### src/rtl/exc_ctrl.sv
// Exception/interrupt sequencer in front of the CP0 register file: arbitrates syscall,
// interrupts and eret, stalls the pipeline, writes EPC/Cause/Status one per cycle, then redirects fetch.
module exc_ctrl #(
  parameter logic [31:0] EXC_VECTOR = 32'h0000_0040,
  parameter logic [31:0] CODE_INT   = 32'h0000_0001,
  parameter logic [31:0] CODE_SYS   = 32'h0000_0008
) (
  input  logic        clk,
  input  logic        rst,
  input  logic        inst_valid,
  input  logic [31:0] inst_pc,
  input  logic        is_syscall,
  input  logic        is_eret,
  input  logic [5:0]  int_pend,
  input  logic [5:0]  intimer,
  input  logic [31:0] cp0_status,
  input  logic [31:0] cp0_cause,
  input  logic [31:0] cp0_epc,
  output logic        cp0we,
  output logic [4:0]  cp0wAddr,
  output logic [31:0] cp0wData,
  output logic [31:0] excptype,
  output logic [31:0] epc,
  output logic        stall,
  output logic        flush,
  output logic        pc_sel,
  output logic [31:0] new_pc
);

  typedef enum logic [2:0] {IDLE, W_EPC, W_CAUSE, W_STATUS, REDIR, ERET} state_t;

  state_t      state, state_nx;
  logic [31:0] epc_nx, excptype_nx;
  logic        irq;
  logic        unused_bits;

  assign irq = cp0_status[0] & ~cp0_status[1] &
               ((|(int_pend & cp0_status[15:10])) | intimer[0]);

  assign unused_bits = ^{intimer[5:1], cp0_cause[15:10], cp0_cause[6:0], excptype[31:5]};

  always_ff @(posedge clk or negedge rst) begin
    if (!rst) begin
      state    <= IDLE;
      epc      <= '0;
      excptype <= '0;
    end else begin
      state    <= state_nx;
      epc      <= epc_nx;
      excptype <= excptype_nx;
    end
  end

  // IDLE decisions are gated by rst so that nothing pulses while reset is held
  always_comb begin
    state_nx    = state;
    epc_nx      = epc;
    excptype_nx = excptype;
    cp0we       = 1'b0;
    cp0wAddr    = 5'd0;
    cp0wData    = 32'h0;
    stall       = 1'b1;
    flush       = 1'b0;
    pc_sel      = 1'b0;
    new_pc      = 32'h0;
    case (state)
      IDLE: begin
        stall = 1'b0;
        if (rst && inst_valid) begin
          if (is_syscall) begin
            epc_nx      = inst_pc + 32'd4;
            excptype_nx = CODE_SYS;
            flush       = 1'b1;
            state_nx    = W_EPC;
          end else if (irq) begin
            epc_nx      = inst_pc;
            excptype_nx = CODE_INT;
            flush       = 1'b1;
            state_nx    = W_EPC;
          end else if (is_eret && cp0_status[1]) begin
            flush    = 1'b1;
            state_nx = ERET;
          end
        end
      end
      W_EPC: begin
        cp0we    = 1'b1;
        cp0wAddr = 5'd14;
        cp0wData = epc;
        state_nx = W_CAUSE;
      end
      W_CAUSE: begin
        cp0we    = 1'b1;
        cp0wAddr = 5'd13;
        cp0wData = {cp0_cause[31:16], int_pend, cp0_cause[9:7], excptype[4:0], 2'b00};
        state_nx = W_STATUS;
      end
      W_STATUS: begin
        cp0we    = 1'b1;
        cp0wAddr = 5'd12;
        cp0wData = cp0_status | 32'h2;
        state_nx = REDIR;
      end
      REDIR: begin
        pc_sel      = 1'b1;
        new_pc      = EXC_VECTOR;
        flush       = 1'b1;
        epc_nx      = '0;
        excptype_nx = '0;
        state_nx    = IDLE;
      end
      ERET: begin
        cp0we       = 1'b1;
        cp0wAddr    = 5'd12;
        cp0wData    = cp0_status & ~32'h2;
        pc_sel      = 1'b1;
        new_pc      = cp0_epc;
        epc_nx      = '0;
        excptype_nx = '0;
        state_nx    = IDLE;
      end
      default: begin
        state_nx    = IDLE;
        epc_nx      = '0;
        excptype_nx = '0;
      end
    endcase
  end

endmodule
### config.mk
export PLATFORM = sky130hd
export DESIGN_NAME = exc_ctrl
export DESIGN_NICKNAME = d
export VERILOG_FILES = /design/src/rtl/exc_ctrl.sv
export SDC_FILE = /design/constraint.sdc
export NUM_CORES = 1
export LEC_CHECK = 0
export BUFFER_PORTS_ARGS = -buffer_cell sky130_fd_sc_hd__clkbuf_2
export CORE_AREA = 2 2 109 111
export DETAILED_ROUTE_END_ITERATION = 12
export DIE_AREA = 0 0 111 113
export MAX_ROUTING_LAYER = met4
export PLACE_DENSITY = 0.75
export REMOVE_ABC_BUFFERS = 1
export SETUP_SLACK_MARGIN = 0.15
export SLEW_MARGIN = 20
export SYNTH_ARGS = -nofsm -noshare
export SYNTH_HDL_FRONTEND = slang
export SYNTH_SLANG_ARGS = --single-unit
### constraint.sdc
create_clock -name clk -period 2.35 [get_ports clk]
set_input_delay 0.1175 -clock clk [delete_from_list [all_inputs] [get_ports clk]]
set_output_delay 0.1175 -clock clk [all_outputs]
set_load 0.05 [all_outputs]
# --- Word-level counts from Yosys, hierarchy flattened ---
# Index checks and enable logic that the tools add are counted.
totals:
  output_inout_bits: 137
  elab_cells: 52
  inputBits: 145
  register_bits: 67
op_classes:
  n_addsub: 1
  n_bitwise: 6
  eq_ne: 8
  n_mux: 24
  reduce_logical: 10
op_table:
  columns: ["cell", "count"]
  rows:
  - ["$mux W32", 6]
  - ["$pmux W32 S2", 3]
  - ["$pmux W32 S4", 1]
  - ["$add A32 B3 Y32 const B", 1]
  - ["$mux W3", 4]
  - ["$pmux W3 S4", 1]
  - ["$pmux W4 S3", 1]
  - ["$mux W1", 7]
  - ["$and A6 B6 Y6", 1]
  - ["$eq A3 B2 Y1 const B", 2]
  - ["$eq A3 B3 Y1 const B", 2]
  - ["$reduce_or A6 Y1", 1]
  - ["$ne A4 B4 Y1 const B", 1]
  - ["$reduce_or A2 Y1", 2]
  - ["$reduce_or A4 Y1", 1]
  - ["$eq A3 B1 Y1 const B", 1]
  - ["$logic_not A3 Y1", 1]
  - ["$ne A3 B3 Y1 const B", 1]
  - ["$reduce_and A3 Y1", 1]
  - ["$reduce_or A3 Y1", 1]
  - ["$and A1 B1 Y1", 2]
  - ["$logic_and A1 B1 Y1", 2]
  - ["$ne A2 B2 Y1 const B", 1]
  - ["$not A1 Y1", 2]
  - ["other kinds (3)", 3]

# --- Logic depth before layout (Yosys ltp) ---
logic_depth:
  ltp_word: 8
  mapped_depth: 7
  mapped_depth_nobuf: 6

# --- Worst setup path after synthesis ---
# Ideal clock, no wire load.
synth_path:
  kind: "reg-to-output"
  from: "register state[2]"
  to: "output port new_pc[6]"
  path_slack_ns: -0.418
  n_path_buf: 2
  required_time_ns: 2.233
  stages_incl_launch_ff: 5
  arrival_time_ns: 2.650
  cell_sequence: "dfrtp_1 -> clkbuf_1 -> nor2b_1 -> clkbuf_1 -> a21boi_0"
synth_between:
  elab_chain_cells: 2
  elab_cells_between_ends: 3
synth_lines:
  columns: ["element", "line", "rtl"]
  rows:
  - ["start: declaration", "32", "state_t state, state_nx;"]
  - ["start signal: assignment", "48", "state <= state_nx;"]
  - ["$eq A3 B3 Y1", "66", "case (state)"]
  - ["$pmux W32 S2 *", "66", null]
  - ["end: declaration", "27", "output logic [31:0] new_pc"]
# Every way passes the cells marked *; elsewhere a longest branch is shown, timed or not.

# --- Worst setup path in the final report ---
layout_path:
  from: "register state[1]"
  to: "output port cp0wData[25]"
layout_between:
  elab_chain_cells: 2
  elab_cells_between_ends: 5
layout_lines:
  columns: ["element", "line", "rtl"]
  rows:
  - ["$eq A3 B3 Y1, or another cell as far along", "66", null]
  - ["$pmux W32 S4 *", "66", null]
  - ["end: declaration", "21", "output logic [31:0] cp0wData,"]
# Marks and branches as above.

==> results.md <==
- Routed WL: 12100 um
- Reg2reg path depth: 4
- Root Driver: clkbuf_16
- Clock latency on the worst-skew pair: 0.27 ns
- Final hold vios: 0
- IO Count: 282
- Initial drt markers: 213
- Ant diodes: 0
- Combinational power share: 0.738
- Cell count after synthesis: 439
- Power Dens Cells: 1400 nW/um^2
- Initial core utilization: 0.314
- Worst Hold Depth: 3
- Largest net degree at the start of global routing: 59
- Drt first pass iters: 4
- Normalized max-slew margin: 0.305
- Placed insts: 792
- YS warnings: 0
- Synth unique cells: 43
- Int Power: 0.00277 W
- Syn Std Cell Area: 3540 sq um
- Crit path largest cell delay: 0.47 ns
- Fin Setup TNS: 0 ns
- #FFs+latches synth: 37
- Setup CP Type: flop to primary output
- Placed instance area: 4900 sq um
- Fillers: 1133
- P_sw: 0.00428 W
- Synth top area share: 0.261
- Net Sw Frac: 0.607
- Die height: 113 um
- Syn_area_per_cell: 8.07 sq um
- Achievable clock frequency: 0.487 GHz
- Via density: 5.03
- Util after Layout: 0.448
- IO buf count: 232
- Final std cells w/o fill: 801
- Fraction of layout cells with a size suffix above 1: 0.453
- CP Data Arrival Time: 1.94 ns
- Final #Nets: 803
- Core Region: 11300 sq um
- Power share of the clock group: 0.090
- Outcome: finished, final reports clean
- Leakage: 2.61 nW
- Max cap viols: 0
- Post-route cell area: 5050 sq um
- DRC viols: 0
- Max clock buf depth: 2
- Actual slew at the worst max-slew pin: 1.04 ns
- Core Rows: 39
- Fin crit share: 0.874
- Final GP Congestion: 0.880
- Wire per inst: 15.1 um
- CP Buf/Inv Count: 2
- Die X: 111 um
- CTS tree: built
- Worst vdd rail ir drop: 0.925 mV
- Skew final: 0.00381 ns
- Post-synth top area cell: dfrtp_1
- Slew Limit Fails: 0
- Highest fanout seen on the critical path: 30
- Top cells by area, synth: dfrtp_1 (26%), mux2_2 (8.3%), buf_4 (7.0%)
- RSZ-0062 raised after global routing: true
- CP startpoint kind: flop
- Hpwl dp: 9350 um
- Clock sink count: 37
- Clock Pin Slew Worst Setup and Hold Paths: 0.06 ns
- Antenna Nets Post-Route: 0
- CTS Buf Count: 5
- Delay-heaviest family, CP: buffers and inverters
- Vias in the first global route: 3683
- Hold crit path type: primary input to flop
- H-Tree Depth: 2
- Remaining Overflow, GRT: 0
- Sequential power share: 0.172
- Vias: 4033
- Area added between synthesis and finish: 42.5%
- CP cell instances: buf_6 -> mux2_2 -> a22oi_1 -> o21ai_0 -> clkbuf_2
- Minimum clock period: 2.05 ns
- Initial antenna violation count: 0
- Crit. End Element: primary output
- Global-route wire length before repair: 18600 um
- Sequential share of the synthesized area: 0.261
- Die area: 12500 sq um
- Slowest-stage cell, CP: dfrtp_2
- CP required: 2.23 ns
- Final setup viols: 0
- Total GRT Usage: 0.187
- Stages on the worst setup path: 5
metal layers:
metal	up-vias	part of all wire	global-route usage
li1	1970	-	-
met1	1891	0.43	0.221
met3	12	0.057	0.0284
met2	160	0.50	0.339
met4	0	0.013	0.0375
met5	-	0	-
repair_timing:
item | in CTS | in global routing
setup buffers | 0 | 0
endpoints found under the hold margin | 5 | 0
setup endpoints to repair | 0 | 16
hold buffers | 1 | 0
resized for setup | 0 | 1
per-stage QoR:
step,total power [W],hold WS (ns),setup slack [ns]
2_1_floorplan,0.00492,-0.178,-1.47
5_1_grt,0.00743,0.0976,0.114
3_5_place_dp,0.00645,-0.0682,0.0746
6_report,0.00705,0.0741,0.296
3_3_place_gp,0.00640,-0.0709,0.113
4_1_cts,0.00709,0.0709,0.167
power by group through the flow:
| stage | Combinational [W] | Sequential [W] | Clock (W) |
|---|---|---|---|
| final | 0.00520 | 0.00121 | 0.000632 |
| after detailed placement | 0.00522 | 0.00123 | 0 |
| after global placement | 0.00517 | 0.00122 | 0 |
| after global routing | 0.00550 | 0.00126 | 0.000675 |
| after CTS | 0.00523 | 0.00122 | 0.000648 |
| after floorplan | 0.00269 | 0.00223 | 0 |
path summary, 6_finish.rpt:
path / startpoint / to / slack (ns)
setup / recovery: state[1] / cp0wData[25] / 0.30
hold / removal: inst_pc[0] / epc[0] / 0.07
setup reg to reg: state[1] / epc[1] / 0.30
hold reg to reg: epc[19] / epc[19] / 0.51
max in group asynchronous: rst / state[0] / 1.46
min in group asynchronous: rst / state[2] / 0.19
cell families (layout without fill, tap and decap cells):
group	count (synthesis)	in the layout	synth area share
flops	37	37	0.261
compound gates	107	107	0.215
fa+ha+maj	1	1	0.00353
buf+inv	76	265	0.118
simple gates	157	157	0.232
xor+xnor	29	29	0.0717
mux	31	31	0.0968
other cells	1	31	0.00106
cell usage after synthesis (all sizes together):
master	instances
dfrtp	37
buf	34
or4	1
a22o	1
nand2b	4
nand3	8
ha	1
a21oi	7
or2	2
and2	7
xnor2	17
a21boi	1
nand2	59
nor2	16
a41o	1
or3	1
a22oi	27
o31ai	4
conb	1
o21a	2
nor3	8
nor3b	1
o21ai	38
clkbuf	37
nand4bb	1
nor4	2
inv	5
a311o	1
and4	1
nand3b	1
and3	32
nor2b	3
mux2i	5
mux2	26
xor2	12
a32o	24
a222oi	1
nand4	10
registers in the layout, indices dropped and copies added, names as in the netlist:
signal / flops
state: 3
excptype: 2
epc: 32
cells in the final DEF, fill, tap and decap left out, types with 2 or more instances in the layout:
master	Yosys	routed
clkbuf_2	0	223
nand2_1	59	59
o21ai_0	37	37
dfrtp_1	37	35
and3_1	32	32
conb_1	1	31
a22oi_1	27	27
mux2_2	26	26
a32o_1	24	24
buf_4	33	18
xnor2_1	17	17
nor2_1	16	15
xor2_1	12	12
nand4_1	9	9
buf_12	0	9
nand3_1	8	8
and2_1	7	7
a21oi_1	7	6
nor3_1	6	6
mux2i_1	5	5
inv_1	5	5
clkbuf_16	0	5
nand2b_1	4	4
o31ai_1	4	4
nor2b_2	0	2
o21a_1	2	2
or2_2	2	2
nor3_2	2	2
clkinv_2	0	2
dfrtp_2	0	2
tightest hold or removal path: stages:
cell and delay, ns:
clkbuf_2 0.08, nand2_1 0.04, o21ai_0 0.06
final cells by class:
class                      instances  area [sq um]  share of cell area
clock inverter                     2          10.0             0.00198
timing repair buffer             252          1450               0.288
tap                              143           179              0.0354
sequential                        37           928               0.184
inverter                           5          18.8             0.00372
clock buffer                       6           129              0.0255
multi-input combinational        356          2330               0.462
Power figures use the tool's default switching activity.
